$ cat config.mk
export PLATFORM = sky130hd
export DESIGN_NAME = sync_generator
export DESIGN_NICKNAME = d
export VERILOG_FILES = /design/src/rtl/sync_pkg.sv /design/src/rtl/quad_decoder.sv /design/src/rtl/sync_generator.sv
export SDC_FILE = /design/constraint.sdc
export NUM_CORES = 1
export LEC_CHECK = 0
export ABC_AREA = 1
export CAP_MARGIN = 20
export CORE_UTILIZATION = 40
export CTS_BUF_LIST = sky130_fd_sc_hd__clkbuf_8
export DETAILED_ROUTE_END_ITERATION = 16
export DONT_BUFFER_PORTS = 1
export SYNTH_ARGS = -nofsm -noshare
export SYNTH_HDL_FRONTEND = slang
export SYNTH_SLANG_ARGS = --single-unit
$ cat constraint.sdc
create_clock -name clk -period 5.3 [get_ports clk]
set_input_delay 1.06 -clock clk [delete_from_list [all_inputs] [get_ports clk]]
set_output_delay 1.06 -clock clk [all_outputs]
set_load 0.02 [all_outputs]
$ cat src/rtl/sync_pkg.sv
// Shared definitions for the frame-sync generator: source select codes and
// quadrature step classification.
package sync_pkg;

    localparam logic [1:0] SYNC_OFF  = 2'd0;
    localparam logic [1:0] SYNC_INT  = 2'd1;
    localparam logic [1:0] SYNC_ENC  = 2'd2;
    localparam logic [1:0] SYNC_TRIG = 2'd3;

    typedef enum logic [1:0] {
        QSTEP_NONE = 2'd0,
        QSTEP_FWD  = 2'd1,
        QSTEP_REV  = 2'd2,
        QSTEP_ERR  = 2'd3
    } quad_step_t;

    // Gray state {a,b} to position: 00->0, 01->1, 11->2, 10->3
    function automatic logic [1:0] quad_pos(input logic [1:0] ab);
        return {ab[1], ab[1] ^ ab[0]};
    endfunction

    function automatic quad_step_t quad_step(input logic [1:0] prev, input logic [1:0] cur);
        logic [1:0] delta;
        delta = quad_pos(cur) - quad_pos(prev);
        case (delta)
            2'd1:    return QSTEP_FWD;
            2'd3:    return QSTEP_REV;
            2'd2:    return QSTEP_ERR;
            default: return QSTEP_NONE;
        endcase
    endfunction

endpackage

$ cat src/rtl/quad_decoder.sv
// Quadrature decoder: two-stage synchronisers, history register and a
// registered step/direction/illegal-transition classification.
module quad_decoder
    import sync_pkg::*;
(
    input  logic clk,
    input  logic rst_n,
    input  logic ch_a,
    input  logic ch_b,
    output logic step,
    output logic dir,
    output logic err
);

    logic [1:0] pins;
    logic [1:0] sync_vec;
    logic [1:0] hist_reg;
    logic       step_reg;
    logic       dir_reg;
    logic       err_reg;
    quad_step_t step_code;

    assign pins = {ch_a, ch_b};

    genvar gi;
    generate
        for (gi = 0; gi < 2; gi++) begin : g_sync
            logic meta_reg;
            logic sync_reg;
            always_ff @(posedge clk or negedge rst_n) begin
                if (!rst_n) begin
                    meta_reg <= 1'b0;
                    sync_reg <= 1'b0;
                end else begin
                    meta_reg <= pins[gi];
                    sync_reg <= meta_reg;
                end
            end
        end
    endgenerate

    assign sync_vec  = {g_sync[1].sync_reg, g_sync[0].sync_reg};
    assign step_code = quad_step(hist_reg, sync_vec);

    always_ff @(posedge clk or negedge rst_n) begin
        if (!rst_n) begin
            hist_reg <= 2'b00;
            step_reg <= 1'b0;
            dir_reg  <= 1'b0;
            err_reg  <= 1'b0;
        end else begin
            hist_reg <= sync_vec;
            step_reg <= (step_code == QSTEP_FWD) || (step_code == QSTEP_REV);
            dir_reg  <= (step_code == QSTEP_FWD);
            err_reg  <= (step_code == QSTEP_ERR);
        end
    end

    assign step = step_reg;
    assign dir  = dir_reg;
    assign err  = err_reg;

endmodule

$ cat src/rtl/sync_generator.sv
// Frame-sync generator: timer/encoder/trigger candidate sources, holdoff and
// pulse gating, sync/drop counters, way meter and microsecond system timer.
module sync_generator
    import sync_pkg::*;
#(
    parameter int CLK_HZ    = 100_000_000,
    parameter int TICK_HZ   = 1_000_000,
    parameter int DIV_W     = 16,
    parameter int HOLD_W    = 16,
    parameter int WAY_W     = 32,
    parameter int PULSE_CYC = 1
) (
    input  logic                    clk,
    input  logic                    rst_n,
    input  logic                    i_ch_a,
    input  logic                    i_ch_b,
    input  logic                    i_trig,
    input  logic [1:0]              i_mode,
    input  logic                    i_trig_edge,
    input  logic [DIV_W-1:0]        i_int_period,
    input  logic [DIV_W-1:0]        i_enc_step,
    input  logic                    i_enc_bidir,
    input  logic [HOLD_W-1:0]       i_holdoff,
    input  logic                    i_clr_counters,
    output logic                    o_sync,
    output logic                    o_sync_strobe,
    output logic [31:0]             o_sync_counter,
    output logic [15:0]             o_drop_counter,
    output logic signed [WAY_W-1:0] o_way_meter,
    output logic                    o_enc_err,
    output logic [31:0]             o_system_timer
);

    localparam int TICK_DIV = CLK_HZ / TICK_HZ;
    localparam int TICK_W   = $clog2(TICK_DIV);
    localparam int PULSE_W  = $clog2(PULSE_CYC + 1);
    localparam logic [TICK_W-1:0]        TICK_MAX = TICK_W'(TICK_DIV - 1);
    localparam logic signed [DIV_W:0]    ACC_ONE  = 1;

    logic [TICK_W-1:0]      tick_cnt_reg;
    logic                   tick;
    logic [31:0]            timer_reg;

    logic                   trig_meta_reg;
    logic                   trig_sync_reg;
    logic                   trig_hist_reg;
    logic                   trig_edge;

    logic                   q_step;
    logic                   q_dir;
    logic                   q_err;

    logic [1:0]             mode_reg;
    logic                   mode_change;

    logic [DIV_W-1:0]       period_reg;
    logic [DIV_W-1:0]       period_next;
    logic signed [DIV_W:0]  acc_reg;
    logic signed [DIV_W:0]  acc_next;
    logic signed [DIV_W:0]  acc_inc;
    logic signed [DIV_W:0]  acc_dec;
    logic signed [DIV_W:0]  step_pos;
    logic signed [DIV_W:0]  step_neg;
    logic [DIV_W-1:0]       enc_step_eff;
    logic                   cand;

    logic [HOLD_W-1:0]      holdoff_reg;
    logic [PULSE_W-1:0]     pulse_cnt_reg;
    logic                   strobe_reg;
    logic                   accept;
    logic                   reject;

    logic [31:0]            sync_cnt_reg;
    logic [15:0]            drop_cnt_reg;
    logic signed [WAY_W-1:0] way_reg;
    logic                   enc_err_reg;

    assign tick = (tick_cnt_reg == TICK_MAX);

    always_ff @(posedge clk or negedge rst_n) begin
        if (!rst_n) begin
            tick_cnt_reg <= '0;
            timer_reg    <= '0;
        end else begin
            tick_cnt_reg <= tick ? '0 : tick_cnt_reg + TICK_W'(1);
            if (tick) begin
                timer_reg <= timer_reg + 32'd1;
            end
        end
    end

    always_ff @(posedge clk or negedge rst_n) begin
        if (!rst_n) begin
            trig_meta_reg <= 1'b0;
            trig_sync_reg <= 1'b0;
            trig_hist_reg <= 1'b0;
        end else begin
            trig_meta_reg <= i_trig;
            trig_sync_reg <= trig_meta_reg;
            trig_hist_reg <= trig_sync_reg;
        end
    end

    assign trig_edge = i_trig_edge ? (~trig_sync_reg & trig_hist_reg)
                                   : (trig_sync_reg & ~trig_hist_reg);

    quad_decoder u_quad_decoder (
        .clk   (clk),
        .rst_n (rst_n),
        .ch_a  (i_ch_a),
        .ch_b  (i_ch_b),
        .step  (q_step),
        .dir   (q_dir),
        .err   (q_err)
    );

    assign mode_change  = (i_mode != mode_reg);
    assign enc_step_eff = (i_enc_step == '0) ? DIV_W'(1) : i_enc_step;
    assign step_pos     = $signed({1'b0, enc_step_eff});
    assign step_neg     = -step_pos;
    assign acc_inc      = acc_reg + ACC_ONE;
    assign acc_dec      = acc_reg - ACC_ONE;

    // Magnitude compares (>=, <=) keep the sources from running away if the
    // period or step is lowered below the current count.
    always_comb begin
        period_next = period_reg;
        acc_next    = acc_reg;
        cand        = 1'b0;
        case (i_mode)
            SYNC_INT: begin
                if (tick) begin
                    if (period_reg >= i_int_period) begin
                        cand        = 1'b1;
                        period_next = '0;
                    end else begin
                        period_next = period_reg + DIV_W'(1);
                    end
                end
            end
            SYNC_ENC: begin
                if (q_step) begin
                    if (q_dir) begin
                        if (acc_inc >= step_pos) begin
                            cand     = 1'b1;
                            acc_next = '0;
                        end else begin
                            acc_next = acc_inc;
                        end
                    end else begin
                        if (acc_dec <= step_neg) begin
                            cand     = i_enc_bidir;
                            acc_next = '0;
                        end else begin
                            acc_next = acc_dec;
                        end
                    end
                end
            end
            SYNC_TRIG: cand = trig_edge;
            default:   cand = 1'b0;
        endcase
        if (mode_change) begin
            period_next = '0;
            acc_next    = '0;
            cand        = 1'b0;
        end
    end

    assign accept = cand && (holdoff_reg == '0) && (pulse_cnt_reg == '0);
    assign reject = cand && !accept;

    always_ff @(posedge clk or negedge rst_n) begin
        if (!rst_n) begin
            mode_reg      <= SYNC_OFF;
            period_reg    <= '0;
            acc_reg       <= '0;
            holdoff_reg   <= '0;
            pulse_cnt_reg <= '0;
            strobe_reg    <= 1'b0;
        end else begin
            mode_reg   <= i_mode;
            period_reg <= period_next;
            acc_reg    <= acc_next;
            strobe_reg <= accept;
            if (accept) begin
                holdoff_reg <= i_holdoff;
            end else if (tick && holdoff_reg != '0) begin
                holdoff_reg <= holdoff_reg - HOLD_W'(1);
            end
            if (accept) begin
                pulse_cnt_reg <= PULSE_W'(PULSE_CYC);
            end else if (pulse_cnt_reg != '0) begin
                pulse_cnt_reg <= pulse_cnt_reg - PULSE_W'(1);
            end
        end
    end

    // Clear wins over any same-cycle increment; the pulse itself is unaffected.
    always_ff @(posedge clk or negedge rst_n) begin
        if (!rst_n) begin
            sync_cnt_reg <= '0;
            drop_cnt_reg <= '0;
            way_reg      <= '0;
            enc_err_reg  <= 1'b0;
        end else if (i_clr_counters) begin
            sync_cnt_reg <= '0;
            drop_cnt_reg <= '0;
            way_reg      <= '0;
            enc_err_reg  <= 1'b0;
        end else begin
            if (accept) begin
                sync_cnt_reg <= sync_cnt_reg + 32'd1;
            end
            if (reject && drop_cnt_reg != 16'hFFFF) begin
                drop_cnt_reg <= drop_cnt_reg + 16'd1;
            end
            if (q_step) begin
                way_reg <= q_dir ? way_reg + WAY_W'(1) : way_reg - WAY_W'(1);
            end
            if (q_err) begin
                enc_err_reg <= 1'b1;
            end
        end
    end

    assign o_sync         = (pulse_cnt_reg != '0);
    assign o_sync_strobe  = strobe_reg;
    assign o_sync_counter = sync_cnt_reg;
    assign o_drop_counter = drop_cnt_reg;
    assign o_way_meter    = way_reg;
    assign o_enc_err      = enc_err_reg;
    assign o_system_timer = timer_reg;

endmodule

Word-level counts from Yosys, hierarchy flattened:

Index checks and enable logic that the tools add are counted.

* reductions and logical operators: 21
* bitwise logic cells: 7
* equal/unequal tests: 12
* add/sub/neg operators: 13
* magnitude comparators: 3
* multiplexer cells: 35

Operators with widths (count)
* $mux W32: 5
* $mux W16: 9
* $mux W17: 6
* $add A32 B1 Y32 const B: 2
* $add A16 B1 Y16 const B: 2
* $add A32 B2 Y32 const B: 1
* $logic_not A16 Y1: 2
* $sub A32 B2 Y32 const B: 1
* $reduce_bool A2 Y1: 9
* $add A17 B2 Y17 const B: 1
* $ge A17 B17 Y1: 1
* $le A17 B17 Y1: 1
* $neg A16 Y17: 1
* $sub A17 B2 Y17 const B: 1
* $ge A16 B16 Y1: 1
* $ne A16 B16 Y1 const B: 1
* $reduce_bool A16 Y1: 1
* $sub A16 B1 Y16 const B: 1
* $eq A2 B2 Y1 const B: 6
* $mux W1: 12
* $add A7 B1 Y7 const B: 1
* $eq A7 B7 Y1 const B: 1
* $mux W7: 1
* $eq A2 B1 Y1 const B: 3
* 12 further kinds: 21

* input port bits: 58
* register bits: 185
* output and inout bits: 115
* logic and storage cells: 114

Logic depth before layout (Yosys ltp):

Gate-level depths: netlist of the first run.

* depth after elaboration: 16
* mapped depth: 32
* gate-level depth less buffers: 31

Cells and area by module:

Synthesis of the first run repeated with hierarchy kept, for this count alone.

* cells, all modules: 1734
* area total of the unflattened synthesis: 13090.1 um2

Modules (own cells, without submodules)
* sync_generator: area an instance 12784.8 um2, seq. area each 4379.2 um2, instances 1, cells an instance 1710
* quad_decoder: area an instance 305.3 um2, seq. area each 225.2 um2, instances 1, cells an instance 24

Worst setup path before layout of the first run:

No wires, ideal clock.

* path kind: input -> register
* from: input i_enc_step[14]
* to: register sync_cnt_reg[20] (netlist: o_sync_counter[20])
* arrival: 4.289 ns
* path buffers: 1
* setup time: 0.118 ns
* required time: 5.182 ns
* slack: 0.893 ns
* stages on the path: 32
* cell sequence: inv_1 > nand2_1 > nor3_1 > nand4_1 > nand2_1 > inv_1 > ha_1 > nand3_1 > nor3_1 > nand3_1 > nor2_1 > inv_1 > nor2_1 > inv_1 > o21ai_0 > o21ai_0 > ha_1 > nand2_1 > nor2_1 > and2_1 > nand4_1 > nand3_1 > nand2_1 > nand3_1 > nand4_2 > nand2_2 > nand3_4 > nand2_8 > inv_4 > buf_6 > nand2_1 > nand2_1

* cells in the longest elaborated chain, start to end: 12
* elaborated cells on any way between the ends: 14
* classes of those cells: add/sub (1); order compare (2); mux (7); reduce/logical (4)

Ends and longest elaborated chain
* from (decl): line sync_generator.sv:21 `input logic [DIV_W-1:0] i_enc_step,`
* $logic_not A16 Y1: line sync_generator.sv:118 `assign enc_step_eff = (i_enc_step == '0) ? DIV_W'(1) : i_enc_step;`
* $mux W16 *: line sync_generator.sv:118
* $neg A16 Y17: line sync_generator.sv:120 `assign step_neg = -step_pos;`
* $le A17 B17 Y1: line sync_generator.sv:151 `if (acc_dec <= step_neg) begin`
* $mux W1: line sync_generator.sv:151
* $mux W1 *: line sync_generator.sv:143 `if (q_dir) begin`
* $mux W1 *: line sync_generator.sv:142 `if (q_step) begin`
* $pmux W1 S3 *: line sync_generator.sv:130 `case (i_mode)`
* $mux W1 *: line sync_generator.sv:163 `if (mode_change) begin`
* $logic_and A1 B1 Y1 * (2 in series): line sync_generator.sv:170 `assign accept = cand && (holdoff_reg == '0) && (pulse_cnt_reg == '0);`
* $reduce_bool A2 Y1 (no source line) *
* to (signal assigned): line sync_generator.sv:213 `sync_cnt_reg <= sync_cnt_reg + 32'd1;`
* to (decl): line sync_generator.sv:73 `logic [31:0] sync_cnt_reg;`

Mark *: on every way between the ends. The rest lies on a longest branch, timed or not.
A chain may end at the register's enable or synchronous reset.

Worst setup path in the final report of the first run:

* from: input i_enc_step[11]
* to: register sync_cnt_reg[13] (netlist: o_sync_counter[13])

Same word-level chain as after synthesis.

==> metrics, run 1 <==
status=finished, final reports clean; DR DRC count=0; Nets=between 1500 and 2000; beginning of the critical path=i_enc_step[11]; placed wire-length estimate=24400 microns; crit start category=input pin; DRT iter0 DRCs=around 700; # fillers=between 3000 and 4000; largest net degree at the start of global routing=between 150 and 200; Final Max Tran Viols=0; # port buffers=0; Routed Antenna Nets=0; via count=11123; Synth top area share=35.3%; maxcap violations=0; gr usage total=between 20% and 30%; H-tree levels=4; Worst Setup EP=o_sync_counter[13]$_DFFE_PN0P_; Initial Util=41.0%; Netlist cell types=53; final hold violations=0; post-synthesis register bit count=between 150 and 200; largest area contributor in the netlist=dfrtp_1; Post-CTS Resized=0; Post-synth top cells=nand2_1, inv_1, nor2_1; vias per cell=roughly 5.1; Pwr Density=around 370 nW/um^2; die footprint=33300 sq um; hold_buf cts=0; sequential cell area fraction in the yosys report=about a third; CTS Sinks=~180; Core Footprint=roughly 32000 sq um; remaining global-route overflow=0; worst reg2reg endpoint=o_sync_counter[13]$_DFFE_PN0P_; worst setup margin=639 ps; Mapped Area=roughly 13000 sq um; top_reg_cell synth=dfrtp_1; FMAX=~210 MHz; # setup viols final=0; Tcrit/Tclk final=87.9%; area delta synth->final=6.02%; post-synthesis net count=between 1500 and 2000; relative slew slack=a little over two fifths; Slowest-stage cell, CP=nor3_1; FP Rows=65; WP data required=between 5000 and 6000 ps; R2R depth=24; Post-Syn Area per Cell=7.45 sq um; gpl congestion=around 0.89; die height=183 microns; HP Class=input pin to async pin; share of cells above drive strength 1=roughly 4.1%; post-CTS setup buffers=0; first-pass GRT wire length=between 50000 and 60000 microns; crit path DAT=about 5100 ps; RR Startpoint=acc_reg[0]$_DFFE_PN0P_; Reg clk slew, reported paths=approximately 110 ps; vias in the first global route=roughly 11000; total CTS buffers=17; setup TNS=0 ps; YS warnings=0; final wirelength=~32000 microns; critical path endpoint category=flip-flop; minimum clock period=between 4000 and 5000 ps; WHS=~240 ps; Gate Count Post-Synth=1751; Lkg Pwr=roughly 0.0066 uW; ANT cells=0; most frequent cell after synthesis=nand2_1; CTS tree=done; Crit path largest cell delay=350 ps; worst-skew pair later-pin latency=approximately 500 ps; initial antenna violation count=0; flop2flop setup slack=1030 ps; Post-synth EDFFs=0; RSZ-0062 raised after global routing=no; worst-path maximum fanout=30; fraction of registers with async set/reset=100%; WL per Instance=approximately 15 microns; Crit Path Class=input pin to flip-flop; DRT Pass-1 Iters=5; most area-consuming cells after synthesis=dfrtp_1, nand2_1, ha_1; Ports=roughly 170; root buf cell=clkbuf_8; CTS Buffer Depth=2; pre-CTS WS=around 120 ps; final core utilization=between 40% and 50%; maximum vdd ir drop=around 0.18 mV; Slew @ Worst Pin=about 870 ps; final worst clock skew=roughly 21 ps; Die W=approximately 180 microns
## final cells by class
| cell class | count | area [sq um] | area share, % |
|---|---|---|---|
| sequential | 184 | 4600 | 33.3 |
| clock inverter | 14 | 180 | 1.30 |
| multi-input combinational | 1296 | 7340 | 53.0 |
| timing repair buffer | 4 | 30.0 | 0.217 |
| clock buffer | 18 | 248 | 1.79 |
| inverter | 235 | 886 | 6.41 |
| tap | 435 | 544 | 3.94 |
## per-stage QoR
stage	total power (uW)	std cells	instance area [sq um]
detailed placement	4120	2154	13400
CTS	5200	2186	13800
global route	5630	2186	13800
floorplan	3630	1751	13000
finish	5160	2186	13800
global placement	4100	2154	13400
## where the power goes
part	internal, uW	switching [uW]	leakage, uW
Combinational	900	1480	0.00398
Sequential	1510	226	0.00242
Clock	454	601	0.000211
## layout by cell type (no fill, tap or decap), drive strengths merged
cell,netlist,routed
clkinvlp,0,2
o21ai,99,99
a22oi,8,8
o211ai,3,3
nand4,32,32
o21bai,2,2
a31oi,6,6
a21oi,73,73
nor2,191,191
o21a,4,4
nor3b,6,6
clkinv,4,7
xnor2,43,43
nand3,87,87
o31ai,3,3
fa,1,1
o22ai,22,22
nand2,428,428
buf,21,4
a32o,1,1
xor2,106,106
a221oi,2,2
inv,231,238
a21o,5,5
dfrtp,184,184
bufinv,0,2
and2,2,2
o32ai,2,2
nor4,16,16
o311ai,2,2
or2,6,6
a211oi,2,2
clkbuf,15,18
nand3b,4,4
ha,88,88
nor3,52,52
## logic make-up after synthesis
group	count (synthesis)	synth area share [%]
xor gates and xnor gates	149	10.0
buffers and inverters	271	8.47
and+or+nand+nor	824	27.6
AOI/OAI and AO/OA	234	9.98
DFF	184	35.3
adders and majority gates	89	8.60
## critical path: cells and delay by family
family / cells / cell delay [ps]
buf+inv: 5 / 570
compound gates: 3 / 340
simple gates: 21 / 2630
fa+ha+maj: 2 / 500
## metal layers
metal	wire length (microns)	share of wire [%]	vias up	GRT usage, %
li1	-	-	5668	-
met1	14900	46	5191	25.7
met2	14700	46	225	32.6
met3	2010	6.2	39	5.57
met4	623	1.9	0	6.45
met5	0	0	-	0
## worst min path at each step
stage                                                start                                          end  slack [ps]  depth (start not counted)
3_5_place_dp   u_quad_decoder.g_sync[0].meta_reg$_DFF_PN0_  u_quad_decoder.g_sync[0].sync_reg$_DFF_PN0_         340                          0
6_report                                             rst_n                  o_way_meter[21]$_DFFE_PN0P_         240                          0
5_1_grt                                              rst_n                  o_way_meter[21]$_DFFE_PN0P_         190                          0
4_1_cts                                              rst_n                  o_way_meter[22]$_DFFE_PN0P_         190                          0
2_1_floorplan                      trig_meta_reg$_DFF_PN0_                      trig_sync_reg$_DFF_PN0_         330                          0
3_3_place_gp   u_quad_decoder.g_sync[0].meta_reg$_DFF_PN0_  u_quad_decoder.g_sync[0].sync_reg$_DFF_PN0_         340                          0
Note: power is estimated with default switching activity, not from simulation.
==> run 2: changes to the inputs <==
CORE_UTILIZATION = 39   (was 40)
==> run 2 against run 1 <==
  * Sequential power about the same
  * Core utilization decreased by 1.1 points
  * Cell area is 0.13% higher
  * Global-route usage fell by 0.47 points
  * Critical endpoint is now o_sync_counter[27]$_DFFE_PN0P_
  * Largest power group unchanged
==> metrics, run 2 (synthesis gave the netlist of run 1 again) <==
Initial Util=about two fifths; M1 wire length=14800 microns; die height=around 180 microns; vias in the first global route=between 10000 and 15000; Nets=around 1900; post-CTS setup buffers=0; H-tree levels=4; CTS Buffer Depth=2; final core utilization=around 42%; gpl congestion=a little under 0.9; critical path endpoint category=flip-flop; FMAX=roughly 210 MHz; initial antenna violation count=0; DRT iter0 DRCs=about 540; most frequent cells in the layout=nand2_1, inv_1, nor2_1; HP Class=input pin to async pin; placed cells=2162; Crit Path Class=input pin to flip-flop; Pwr Density=about 370 nW/um^2; FP Rows=66; die footprint=34200 sq um; WL met3=about 2100 microns; # port buffers=0; status=finished, final reports clean; final hold violations=0; Die W=185 microns; Tcrit/Tclk final=about nine tenths; final worst clock skew=15.5 ps; CTS tree=done; Tot Pwr=5170 uW; largest net degree at the start of global routing=185; DR DRC count=0; total CTS buffers=17; most common cell after layout, fill and taps aside=nand2_1; crit path DAT=around 5100 ps; area delta synth->final=6.16%; minimum clock period=around 4700 ps; Routed Antenna Nets=0; RSZ-0062 raised after global routing=no; Layout Cells excl Fill=2194; Final Max Tran Viols=0; first-pass GRT wire length=around 54000 microns; placed wire-length estimate=24500 microns; Post-CTS Resized=0; worst-skew pair later-pin latency=490 ps; via count=11112; hold_buf cts=0; Crit path largest cell delay=about 330 ps; vias per cell=approximately 5.1; Critical Path Most Common Cell=nand2_1; Lkg Pwr=about 0.0066 uW; routed wl met2=roughly 15000 microns; WP data required=around 5700 ps; remaining global-route overflow=0; final wirelength=~32000 microns; # setup viols final=0; Slew @ Worst Pin=936 ps; Ports=roughly 170; setup TNS=0 ps; root buf cell=clkbuf_8; maxcap violations=0; CTS Sinks=184; share of cells above drive strength 1=4.11%; Core Footprint=around 33000 sq um; ANT cells=0; highest routed metal layer=met4; crit start category=input pin; worst-path maximum fanout=32; Slowest-stage cell, CP=nor3_1; Reg clk slew, reported paths=100 ps; WL per Instance=about 15 microns; maximum vdd ir drop=approximately 0.25 mV; relative slew slack=a little under two fifths; gr usage total=between 10% and 20%; DRT Pass-1 Iters=5
run 2: metal layers:
metal / up-vias / track usage (%)
li1: 5661 / -
met1: 5166 / 24.5
met3: 33 / 5.62
met2: 252 / 32.7
met4: 0 / 5.59
met5: - / 0
run 2: stage by stage:
stage               instance area [sq um]  hold WS [ps]  setup slack (ps)
global route                        13800           201               110
global placement                    13400           336               304
floorplan                           13000           331               893
finish                              13800           259               593
CTS                                 13800           202               688
detailed placement                  13400           336               149
run 2: where the power goes:
part | internal (uW) | switching [uW] | total, uW
clock | 499 | 561 | 1060
sequential | 1510 | 227 | 1740
combinational | 900 | 1470 | 2370
run 2: worst max-delay path: cells and delay by family:
kind            cells  cell delay, ps
fa+ha+maj           2             490
buf+inv             5             560
simple gates       22            2760
compound gates      2             250
run 2: layout make-up:
type / instances / area, sq um
fillers: 3384 / 18900
inverters: 235 / 886
multi-input cells: 1296 / 7340
flip-flops and latches: 184 / 4600
clock inverters: 13 / 168
well taps: 442 / 553
repair buffers: 5 / 37.5
clock buffers: 19 / 262
run 2: path summary, 6_finish.rpt:
check                                                                 start  depth (start not counted)  slack, ps                                          end
worst max-delay path                                         i_enc_step[11]                         31        590               o_sync_counter[27]$_DFFE_PN0P_
worst min-delay path                                                  rst_n                          0        260                  o_way_meter[16]$_DFFE_PN0P_
worst max register to register                       acc_reg[0]$_DFFE_PN0P_                         24        890               o_sync_counter[27]$_DFFE_PN0P_
worst min register to register  u_quad_decoder.g_sync[0].meta_reg$_DFF_PN0_                          0        360  u_quad_decoder.g_sync[0].sync_reg$_DFF_PN0_
max in group asynchronous                                             rst_n                          0       4770               o_sync_counter[21]$_DFFE_PN0P_
min in group clk                u_quad_decoder.g_sync[0].meta_reg$_DFF_PN0_                          0        360  u_quad_decoder.g_sync[0].sync_reg$_DFF_PN0_
==> run 3: changes to the inputs <==
CORE_MARGIN = 2   (was not set)
==> run 3 against run 2 <==
  * Sequential power barely moved
  * Routed wire length rose by 1.8%
  * Register-to-register slack improved by 130 ps
  * Clock-buffer cell count did not move
  * Fmax fell by 1.1%
  * Power fell by 0.89%
  * Critical path depth did not move
  * Largest power group unchanged
==> metrics, run 3 (synthesis gave the netlist of run 1 again) <==
root buf cell=clkbuf_8; Die W=between 150 and 200 microns; largest net degree at the start of global routing=roughly 190; remaining global-route overflow=0; Initial Util=around two fifths; DRT iter0 DRCs=approximately 600; Ports=~170; # setup viols final=0; Post-CTS Resized=0; most common cell after layout, fill and taps aside=nand2_1; R2R depth=24; worst-path maximum fanout=33; ANT cells=0; Slew @ Worst Pin=between 900 and 1000 ps; minimum clock period=approximately 4800 ps; gr usage total=19.2%; HP Class=input pin to async pin; worst setup margin=539 ps; crit start category=input pin; DR DRC count=0; FMAX=approximately 210 MHz; DRT Pass-1 Iters=5; placed cell area=between 10000 and 15000 sq um; most frequent cells in the layout=nand2_1, inv_1, nor2_1; final core utilization=a little over two fifths; crit path DAT=around 5200 ps; die footprint=roughly 35000 sq um; Crit path largest cell delay=360 ps; gpl congestion=around 0.9; via count=between 10000 and 15000; final hold violations=0; Tcrit/Tclk final=between 80 and 90%; post-CTS setup buffers=0; Reg clk slew, reported paths=~110 ps; pre-CTS WS=106 ps; beginning of the critical path=i_enc_step[11]; vias per cell=5.10; final worst clock skew=~20 ps; final instance area=roughly 14000 sq um; H-tree levels=4; die height=roughly 190 microns; CTS tree=done; setup TNS=0 ps; Pwr Density=between 300 and 400 nW/um^2; worst-skew pair later-pin latency=~500 ps; worst reg2reg endpoint=o_sync_counter[24]$_DFFE_PN0P_; vias in the first global route=10989; Critical Path Most Common Cell=nand2_1; WL per Instance=between 15 and 20 microns; maxcap violations=0; RSZ-0062 raised after global routing=no; first-pass GRT wire length=~55000 microns; Worst Setup EP=o_sync_counter[24]$_DFFE_PN0P_; RR Startpoint=acc_reg[0]$_DFFE_PN0P_; share of cells above drive strength 1=a little over 4%; WP data required=~5700 ps; maximum vdd ir drop=~0.19 mV; placed wire-length estimate=25000 microns; FP Rows=66; Tot Pwr=approximately 5100 uW; Lkg Pwr=0.00660 uW; Core Footprint=between 30000 and 40000 sq um; final wirelength=roughly 33000 microns; Routed Antenna Nets=0; critical path endpoint category=flip-flop; total CTS buffers=17; flop2flop setup slack=between 1000 and 1500 ps; Final Max Tran Viols=0; Slowest-stage cell, CP=nor3_1; hold_buf cts=0; initial antenna violation count=1; Nets=1885; CTS Sinks=184; # port buffers=0; area delta synth->final=5.84%; status=finished, final reports clean; CTS Buffer Depth=2; Crit Path Class=input pin to flip-flop; relative slew slack=39.3%
## run 3: cell count changes in the layout (fill, tap and decap cells not counted), sizes merged
cell	delta
inv	+3
bufinv	-2
clkinv	-3
buf	-1
clkinvlp	+2
## run 3: layout make-up
type / instances / area, sq um
Clock buffer: 19 / 262
Clock inverter: 13 / 134
Fill cell: 3409 / 18900
Inverter: 235 / 886
Multi-Input combinational cell: 1296 / 7340
Sequential cell: 184 / 4600
Tap cell: 442 / 553
Timing Repair Buffer: 4 / 30.0
## run 3: per-layer routing
| metal | track usage [%] | routed length (microns) | part of all wire, % | up-vias |
|---|---|---|---|---|
| met5 | 0 | 0 | 0 | - |
| met4 | 5.25 | 560 | 1.7 | 0 |
| met1 | 24.6 | 15000 | 45 | 5245 |
| met3 | 5.98 | 2220 | 6.7 | 37 |
| met2 | 31.4 | 15300 | 46 | 245 |
| li1 | - | - | - | 5663 |
## run 3: worst min path at each step
stage / startpoint / cells after the start / end
floorplan: trig_meta_reg$_DFF_PN0_ / 0 / trig_sync_reg$_DFF_PN0_
global placement: u_quad_decoder.g_sync[0].meta_reg$_DFF_PN0_ / 0 / u_quad_decoder.g_sync[0].sync_reg$_DFF_PN0_
detailed placement: u_quad_decoder.g_sync[0].meta_reg$_DFF_PN0_ / 0 / u_quad_decoder.g_sync[0].sync_reg$_DFF_PN0_
CTS: rst_n / 0 / o_way_meter[11]$_DFFE_PN0P_
global route: rst_n / 0 / o_way_meter[5]$_DFFE_PN0P_
finish: rst_n / 0 / o_way_meter[6]$_DFFE_PN0P_
## run 3: through the flow
stage | cells | hold slack [ps]
after global placement | 2161 | 338
after CTS | 2193 | 201
after global routing | 2193 | 182
after floorplan | 1751 | 331
after detailed placement | 2161 | 339
final | 2193 | 234
## run 3: critical path: cells and delay by family
| family | cells | cell delay [ps] |
|---|---|---|
| simple gates | 22 | 2790 |
| fa+ha+maj | 2 | 490 |
| compound gates | 2 | 260 |
| buf+inv | 5 | 570 |
## run 3: where the power goes
group / switching (uW) / total, uW / leakage [uW] / internal (uW)
Sequential: 227 / 1740 / 0.00242 / 1510
Combinational: 1490 / 2390 / 0.00398 / 904
Clock: 584 / 995 / 0.000198 / 411
Total: 2300 / 5120 / 0.00660 / 2820
